### src/rtl/arm7tdmi_pkg.sv
// Shared types and op-decode helpers for the ARM7TDMI multiply sequencer.
package arm7tdmi_pkg;

   typedef enum logic [2:0] {
      MUL_OP_MUL   = 3'b000,
      MUL_OP_MLA   = 3'b001,
      MUL_OP_UMULL = 3'b100,
      MUL_OP_UMLAL = 3'b101,
      MUL_OP_SMULL = 3'b110,
      MUL_OP_SMLAL = 3'b111
   } mul_op_t;

   typedef enum logic [1:0] {
      IDLE = 2'd0,
      CALC = 2'd1,
      DONE = 2'd2
   } mul_state_t;

   function automatic logic op_is_long(input logic [2:0] op);
      return op[2];
   endfunction

   // The signed bit only matters for long ops; short codes 01x alias 00x.
   function automatic logic op_is_signed(input logic [2:0] op);
      return op[2] & op[1];
   endfunction

   function automatic logic op_is_acc(input logic [2:0] op);
      return op[0];
   endfunction

endpackage

### src/rtl/arm7tdmi_mul_seq_if.sv
// Request/response bundle between the execute stage and the multiply sequencer.
// start_i is taken on any rising edge where busy_o=0 (no backpressure, no queueing);
// done_o is a single-cycle pulse and results/flags stay valid until the next finish.
interface arm7tdmi_mul_seq_if #(
   parameter int DATA_W = 32
);
   logic              start_i;
   logic [2:0]        op_i;
   logic [DATA_W-1:0] rm_i;
   logic [DATA_W-1:0] rs_i;
   logic [DATA_W-1:0] acc_lo_i;
   logic [DATA_W-1:0] acc_hi_i;
   logic              flush_i;
   logic              busy_o;
   logic              done_o;
   logic [DATA_W-1:0] result_lo_o;
   logic [DATA_W-1:0] result_hi_o;
   logic              flag_n_o;
   logic              flag_z_o;

   modport master (
      output start_i, op_i, rm_i, rs_i, acc_lo_i, acc_hi_i, flush_i,
      input  busy_o, done_o, result_lo_o, result_hi_o, flag_n_o, flag_z_o
   );

   modport slave (
      input  start_i, op_i, rm_i, rs_i, acc_lo_i, acc_hi_i, flush_i,
      output busy_o, done_o, result_lo_o, result_hi_o, flag_n_o, flag_z_o
   );
endinterface

### src/rtl/arm7tdmi_mul_pp.sv
// One multiplier iteration: shifted partial product, optional -mcand correction,
// next Rs remainder and the termination decision.
module arm7tdmi_mul_pp #(
   parameter int DATA_W         = 32,
   parameter int BITS_PER_CYCLE = 8,
   parameter int EARLY_TERM     = 1,
   parameter int K_W            = $clog2(DATA_W / BITS_PER_CYCLE + 1)
) (
   input  logic [2*DATA_W-1:0] i_mcand,
   input  logic [DATA_W-1:0]   i_rs_rem,
   input  logic [K_W-1:0]      i_k,
   input  logic                i_arith,
   output logic [2*DATA_W-1:0] o_addend,
   output logic [DATA_W-1:0]   o_rs_next,
   output logic [K_W-1:0]      o_k_next,
   output logic                o_finish
);
   localparam int B     = BITS_PER_CYCLE;
   localparam int W2    = 2 * DATA_W;
   localparam int ITERS = DATA_W / BITS_PER_CYCLE;
   localparam int SH_W  = $clog2(W2);

   logic [W2-1:0]            w_chunk_ext;
   logic [SH_W-1:0]          w_sh_pp;
   logic [SH_W-1:0]          w_sh_corr;
   logic [W2-1:0]            w_pp;
   logic [W2-1:0]            w_corr;
   logic signed [DATA_W-1:0] w_rs_s;
   logic signed [DATA_W-1:0] w_rs_asr;
   logic                     w_zero;
   logic                     w_ones;
   logic                     w_limit;

   assign w_chunk_ext = {{(W2-B){1'b0}}, i_rs_rem[B-1:0]};
   assign w_sh_pp     = SH_W'(i_k) * SH_W'(B);
   assign w_pp        = (i_mcand * w_chunk_ext) << w_sh_pp;

   assign w_rs_s      = i_rs_rem;
   assign w_rs_asr    = w_rs_s >>> B;
   assign o_rs_next   = i_arith ? w_rs_asr : (i_rs_rem >> B);
   assign o_k_next    = i_k + K_W'(1);

   assign w_zero      = (o_rs_next == '0);
   assign w_ones      = (&o_rs_next) & i_arith;
   assign w_limit     = (o_k_next == K_W'(ITERS));
   assign o_finish    = w_limit | ((EARLY_TERM != 0) & (w_zero | w_ones));

   // A remaining all-ones Rs stands for -1 at weight 2^(k_new*B).
   assign w_sh_corr   = SH_W'(o_k_next) * SH_W'(B);
   assign w_corr      = (-i_mcand) << w_sh_corr;
   assign o_addend    = w_pp + ((w_ones & o_finish) ? w_corr : '0);

endmodule

### src/rtl/arm7tdmi_mul_seq.sv
// Multi-cycle MUL/MLA/UMULL/UMLAL/SMULL/SMLAL unit with ARM7-style early termination.
// State is exported on o_dbg_state for observation.
module arm7tdmi_mul_seq
   import arm7tdmi_pkg::*;
#(
   parameter int DATA_W         = 32,
   parameter int BITS_PER_CYCLE = 8,
   parameter int EARLY_TERM     = 1
) (
   input  logic               clk,
   input  logic               rst_n,
   arm7tdmi_mul_seq_if.slave  io_mul,
   output mul_state_t         o_dbg_state
);
   localparam int B     = BITS_PER_CYCLE;
   localparam int W2    = 2 * DATA_W;
   localparam int ITERS = DATA_W / BITS_PER_CYCLE;
   localparam int K_W   = $clog2(ITERS + 1);

   if (!(B == 1 || B == 2 || B == 4 || B == 8 || B == 16 || B == 32) ||
       (DATA_W % B) != 0) begin : g_bad_param
      $error("arm7tdmi_mul_seq: illegal BITS_PER_CYCLE/DATA_W combination");
   end

   mul_state_t        r_state;
   mul_state_t        w_next_state;
   logic [W2-1:0]     r_acc;
   logic [W2-1:0]     r_mcand;
   logic [DATA_W-1:0] r_rs_rem;
   logic [K_W-1:0]    r_k;
   logic              r_long;
   logic              r_arith;
   logic [DATA_W-1:0] r_res_lo;
   logic [DATA_W-1:0] r_res_hi;
   logic              r_n;
   logic              r_z;

   logic              w_start;
   logic              w_op_long;
   logic              w_op_sgn;
   logic              w_op_acc;
   logic [W2-1:0]     w_addend;
   logic [W2-1:0]     w_sum;
   logic [DATA_W-1:0] w_rs_next;
   logic [K_W-1:0]    w_k_next;
   logic              w_finish;

   assign w_start   = io_mul.start_i & (r_state != CALC);
   assign w_op_long = op_is_long(io_mul.op_i);
   assign w_op_sgn  = op_is_signed(io_mul.op_i);
   assign w_op_acc  = op_is_acc(io_mul.op_i);

   arm7tdmi_mul_pp #(
      .DATA_W         (DATA_W),
      .BITS_PER_CYCLE (BITS_PER_CYCLE),
      .EARLY_TERM     (EARLY_TERM),
      .K_W            (K_W)
   ) u_pp (
      .i_mcand   (r_mcand),
      .i_rs_rem  (r_rs_rem),
      .i_k       (r_k),
      .i_arith   (r_arith),
      .o_addend  (w_addend),
      .o_rs_next (w_rs_next),
      .o_k_next  (w_k_next),
      .o_finish  (w_finish)
   );

   assign w_sum = r_acc + w_addend;

   always_ff @(posedge clk or negedge rst_n) begin
      if (!rst_n) r_state <= IDLE;
      else        r_state <= w_next_state;
   end

   always_comb begin
      w_next_state = r_state;
      unique case (r_state)
         CALC: begin
            if (io_mul.flush_i)  w_next_state = IDLE;
            else if (w_finish)   w_next_state = DONE;
         end
         default: w_next_state = w_start ? CALC : IDLE;
      endcase
   end

   always_ff @(posedge clk or negedge rst_n) begin
      if (!rst_n) begin
         r_acc    <= '0;
         r_mcand  <= '0;
         r_rs_rem <= '0;
         r_k      <= '0;
         r_long   <= 1'b0;
         r_arith  <= 1'b0;
         r_res_lo <= '0;
         r_res_hi <= '0;
         r_n      <= 1'b0;
         r_z      <= 1'b0;
      end else if (w_start) begin
         r_mcand  <= w_op_sgn ? {{DATA_W{io_mul.rm_i[DATA_W-1]}}, io_mul.rm_i}
                              : {{DATA_W{1'b0}}, io_mul.rm_i};
         r_acc    <= !w_op_acc ? '0
                   : w_op_long ? {io_mul.acc_hi_i, io_mul.acc_lo_i}
                               : {{DATA_W{1'b0}}, io_mul.acc_lo_i};
         r_rs_rem <= io_mul.rs_i;
         r_k      <= '0;
         r_long   <= w_op_long;
         // Only unsigned long ops shift Rs logically.
         r_arith  <= ~w_op_long | w_op_sgn;
      end else if (r_state == CALC && !io_mul.flush_i) begin
         r_acc    <= w_sum;
         r_rs_rem <= w_rs_next;
         r_k      <= w_k_next;
         if (w_finish) begin
            r_res_lo <= w_sum[DATA_W-1:0];
            r_res_hi <= r_long ? w_sum[W2-1:DATA_W] : '0;
            r_n      <= r_long ? w_sum[W2-1] : w_sum[DATA_W-1];
            r_z      <= r_long ? (w_sum == '0) : (w_sum[DATA_W-1:0] == '0);
         end
      end
   end

   assign io_mul.busy_o      = (r_state == CALC);
   assign io_mul.done_o      = (r_state == DONE);
   assign io_mul.result_lo_o = r_res_lo;
   assign io_mul.result_hi_o = r_res_hi;
   assign io_mul.flag_n_o    = r_n;
   assign io_mul.flag_z_o    = r_z;
   assign o_dbg_state        = r_state;

endmodule

### src/flat_wrapper.sv
// flat-port wrapper written by rule: the top's interface ports become plain ports
module arm7tdmi_mul_seq_flat import arm7tdmi_pkg::*;
#(
   parameter int DATA_W         = 32,
   parameter int BITS_PER_CYCLE = 8,
   parameter int EARLY_TERM     = 1
)
  (clk, rst_n, o_dbg_state, io_mul_start_i, io_mul_op_i, io_mul_rm_i, io_mul_rs_i, io_mul_acc_lo_i, io_mul_acc_hi_i, io_mul_flush_i, io_mul_busy_o, io_mul_done_o, io_mul_result_lo_o, io_mul_result_hi_o, io_mul_flag_n_o, io_mul_flag_z_o);
  arm7tdmi_mul_seq_if #(.DATA_W(DATA_W)) io_mul_i ();
  input  logic clk;
  input  logic rst_n;
  output mul_state_t o_dbg_state;
  input wire logic [$bits(io_mul_i.start_i)-1:0] io_mul_start_i;
  input wire logic [$bits(io_mul_i.op_i)-1:0] io_mul_op_i;
  input wire logic [$bits(io_mul_i.rm_i)-1:0] io_mul_rm_i;
  input wire logic [$bits(io_mul_i.rs_i)-1:0] io_mul_rs_i;
  input wire logic [$bits(io_mul_i.acc_lo_i)-1:0] io_mul_acc_lo_i;
  input wire logic [$bits(io_mul_i.acc_hi_i)-1:0] io_mul_acc_hi_i;
  input wire logic [$bits(io_mul_i.flush_i)-1:0] io_mul_flush_i;
  output wire logic [$bits(io_mul_i.busy_o)-1:0] io_mul_busy_o;
  output wire logic [$bits(io_mul_i.done_o)-1:0] io_mul_done_o;
  output wire logic [$bits(io_mul_i.result_lo_o)-1:0] io_mul_result_lo_o;
  output wire logic [$bits(io_mul_i.result_hi_o)-1:0] io_mul_result_hi_o;
  output wire logic [$bits(io_mul_i.flag_n_o)-1:0] io_mul_flag_n_o;
  output wire logic [$bits(io_mul_i.flag_z_o)-1:0] io_mul_flag_z_o;
  assign io_mul_i.start_i = io_mul_start_i;
  assign io_mul_i.op_i = io_mul_op_i;
  assign io_mul_i.rm_i = io_mul_rm_i;
  assign io_mul_i.rs_i = io_mul_rs_i;
  assign io_mul_i.acc_lo_i = io_mul_acc_lo_i;
  assign io_mul_i.acc_hi_i = io_mul_acc_hi_i;
  assign io_mul_i.flush_i = io_mul_flush_i;
  assign io_mul_busy_o = io_mul_i.busy_o;
  assign io_mul_done_o = io_mul_i.done_o;
  assign io_mul_result_lo_o = io_mul_i.result_lo_o;
  assign io_mul_result_hi_o = io_mul_i.result_hi_o;
  assign io_mul_flag_n_o = io_mul_i.flag_n_o;
  assign io_mul_flag_z_o = io_mul_i.flag_z_o;
  arm7tdmi_mul_seq #(.DATA_W(DATA_W), .BITS_PER_CYCLE(BITS_PER_CYCLE), .EARLY_TERM(EARLY_TERM)) u_core (.clk(clk), .rst_n(rst_n), .io_mul(io_mul_i), .o_dbg_state(o_dbg_state));
endmodule
### config.mk
export PLATFORM = sky130hd
export DESIGN_NAME = arm7tdmi_mul_seq_flat
export DESIGN_NICKNAME = d
export VERILOG_FILES = /design/src/rtl/arm7tdmi_pkg.sv /design/src/rtl/arm7tdmi_mul_seq_if.sv /design/src/rtl/arm7tdmi_mul_pp.sv /design/src/rtl/arm7tdmi_mul_seq.sv /design/src/flat_wrapper.sv
export SDC_FILE = /design/constraint.sdc
export NUM_CORES = 2
export LEC_CHECK = 0
export CAP_MARGIN = 10
export CORE_MARGIN = 1
export CORE_UTILIZATION = 50
export CTS_CLUSTER_DIAMETER = 40
export CTS_CLUSTER_SIZE = 8
export DETAILED_ROUTE_END_ITERATION = 7
export DONT_BUFFER_PORTS = 1
export PLACE_DENSITY_LB_ADDON = 0.3
export SYNTH_ARGS = -nofsm -noshare
export SYNTH_HDL_FRONTEND = slang
export SYNTH_SLANG_ARGS = --single-unit
### constraint.sdc
create_clock -name clk -period 11.6 [get_ports clk]
set_input_delay 1.16 -clock clk [delete_from_list [all_inputs] [get_ports clk]]
set_output_delay 1.16 -clock clk [all_outputs]
set_load 0.005 [all_outputs]
==> flow_summary.toml <==
[run_status]
outcome = "finished, final reports clean"

[cts]
cts_tree = "yes"
numClockSinks = 202
postCtsSetupBuffers = 0
cts_buffers = 45
htreeDepth = 2
hold_buffers = 0
clock_latency_ns = 0.58
root_buffer = "clkbuf_16"
cts_resized = 0
cts_buffer_depth = 3
clk_pin_slew_ns = 0.05

[logic_synthesis]
syn_area_um2 = 26500
ys_seq_area_frac = 0.190
synthMuxAreaShare = 0.0274
yosysTopAreaCell = "fa_1"
synthSimpleGateAreaFrac = 0.216
synthAdderAreaFrac = 0.263
netlist_top_cells_area = "fa_1 (21%), dfrtp_1 (19%), nand2_1 (7.0%), ha_1 (5.6%), and2_1 (5.2%)"
synth_edf_count = 0
yosysTopAreaCellShare = 0.207
yosysUniqueCellTypes = 90
synth_top_family_by_area = "adder cells"
syn_area_per_cell_um2 = 8.09
ys_ff_latch = 202
syn-num-nets = 3808
ys.flop_type = "dfrtp_1"
synth_compound_area_frac = 0.184
synthCells = 3280
synth_xor_area_frac = 0.0389
synth-async-reset-ratio = 1.00
yosys_warnings = 0

[drt]
routedWlPerCell_um = 24.5
vias_per_cell = 6.21
wirelength_um = 94900
wl_met3_um = 8990
vias = 24100
drtIter0Drc = 2374
ant_nets = 0
route.met2.wl_um = 43900
drt-met1-wl_um = 38900
drc = 0
dr.max_layer_used = "met5"
firstDrtPassIters = 6

[timing]
fin_skew_ns = 0.0268
maxSlewHeadroom = 0.204
slew_viol_final = 0
worst_pin_slew_ns = 1.19
fmax_ghz = 0.0912
setup_viol_count_final = 0
tns_ns = 0
grt_setup_unrepaired = "no"
min_period_ns = 10.97
final.period_utilization = 0.946
hold_viol = 0

[placed_design]
gp_congestion = 1.02
port_buffers = 0
dp_hpwl_um = 74400

[critical_path]
crit_buf_inv = 5
cpPeakStageDelay_ns = 0.83
endpoint_kind = "flop"
critPathArrivalTime_ns = 11.48
path_class = "flop to flop"
reg2reg_setup_slack_ns = 0.63
crit_fanout = 20
critPathSlowestCell = "dfrtp_1"
start_kind = "flop"
crit_top_cell = "fa_1"
crit_family = "compound AO/OA/AOI/OAI gates"
crit_required_ns = 12.11

[finish]
layout-drive-gt1-share = 0.0533
fillers = 4945
syn_to_final_growth_pct = 7.45
fin_nets = 3689
multi_input_area_um2 = 19400
regArea_um2 = 5060

[die]
core_um2 = 52600
num_rows = 84
num_io_pins = 205
die_area_um2 = 54000
start_util = 0.505
die_w_um = 232
fp.dieH_um = 232

[global_routing]
grt_util_all_layers = 0.355
gr-total-overflow = 0
antenna_found_initial = 3
grt_max_degree = 203
grt_pass1_wl_um = 145000
grt_pass1_vias = 24400

[hold_path]
hold_class = "input pin to async pin"

[job]
maxCapViolCount = 0
[state kept, by name, indices dropped and copies added (netlist names)]
name,count
u_core.o_dbg_state,2
u_core.r_rs_rem,32
u_core.r_long,1
u_core.io_mul.flag_n_o,1
u_core.io_mul.result_lo_o,32
u_core.r_acc,64
u_core.io_mul.result_hi_o,32
u_core.r_arith,1
u_core.r_k,3
u_core.io_mul.flag_z_o,1
u_core.r_mcand,33
[metal layers]
metal	track usage	vias to the layer above
met4	0.125	2
met2	0.566	1127
met1	0.476	12000
met3	0.0744	166
li1	-	10800
met5	0	-
[synthesized netlist by cell type, types with 18 or more instances]
master	number
a211oi_1	35
a21o_1	51
a21oi_1	201
a221oi_1	18
a22o_1	24
a22oi_1	56
a31oi_1	32
and2_1	220
and3_1	22
buf_1	18
clkbuf_1	185
dfrtp_1	202
fa_1	275
ha_1	118
inv_1	356
mux2i_1	51
nand2_1	495
nand2b_1	31
nand3_1	45
nand4_1	33
nor2_1	178
nor3_1	47
nor4_1	23
o21a_1	21
o21ai_0	143
o21bai_1	28
o22ai_1	19
xnor2_1	68
xor2_1	50
[area by class of cell]
class,instances,share of cell area
antenna,1,0.0000877
clock buffer,57,0.0446
clock inverter,21,0.00934
inverter,358,0.0471
multi-input combinational,2514,0.681
sequential,202,0.177
tap,688,0.0302
timing repair buffer,40,0.0105
[worst register-to-register path: cells and delay by family (launching register included)]
family	cells	cell delay, ns
AND/OR/NAND/NOR	10	2.70
flip-flops	1	0.83
XOR/XNOR	1	0.20
buffers and inverters	5	0.37
adder cells (fa/ha/maj)	7	3.35
AO/OA/AOI/OAI	13	3.45
[logic make-up (layout without fill, tap and decap cells)]
group | Yosys count | in the layout
compound gates | 749 | 749
other cells | 0 | 1
simple gates | 1185 | 1185
buf+inv | 564 | 476
mux | 69 | 69
flops | 202 | 202
fa+ha+maj | 393 | 393
xor+xnor | 118 | 118
[per-stage QoR]
step	std cells	setup WS, ns	hold slack (ns)	cell area, um2	util
2_1_floorplan	3280	2.60	0.470	26500	-
3_3_place_gp	3802	0.999	0.488	27000	0.513
3_5_place_dp	3802	0.985	0.491	27000	0.513
4_1_cts	3880	0.901	0.258	28500	0.543
5_1_grt	3880	0.179	0.279	28500	0.543
6_report	3881	0.630	0.286	28500	0.543
[placed cells by master (no fill, tap or decap), drive strengths merged, types with 9 or more instances in the layout]
master	instances
clkinv	10
ha	118
or3	18
a21oi	201
or2	10
o31ai	12
mux2	17
nor4	24
o211ai	16
a221oi	18
and3	22
a31oi	32
o22ai	19
fa	275
nor2b	11
o21ai	146
inv	358
a22oi	56
or4	11
mux2i	51
nor2	179
nand3	45
clkbuf	57
o21a	21
nand2	496
a21boi	9
xor2	50
buf	40
nand2b	31
and2	223
a21o	51
nand4	33
dfrtp	202
a211oi	35
o21bai	28
xnor2	68
a22o	24
nor3	48
[worst paths after layout]
path	startpoint	end	depth (start not counted)
min in group clk	u_core.io_mul.result_lo_o[6]	u_core.io_mul.result_lo_o[6]	2
max in group asynchronous	rst_n	u_core.r_k[0]	0
max reg2reg	u_core.r_rs_rem[3]	u_core.io_mul.flag_z_o	36
max	u_core.r_rs_rem[3]	u_core.io_mul.flag_z_o	36
min	rst_n	u_core.io_mul.result_lo_o[5]	0
min reg2reg	u_core.io_mul.result_lo_o[6]	u_core.io_mul.result_lo_o[6]	2
Power is not shown: default switching activity piles up to over one toggle a cycle in this logic, so the estimate is an artifact.
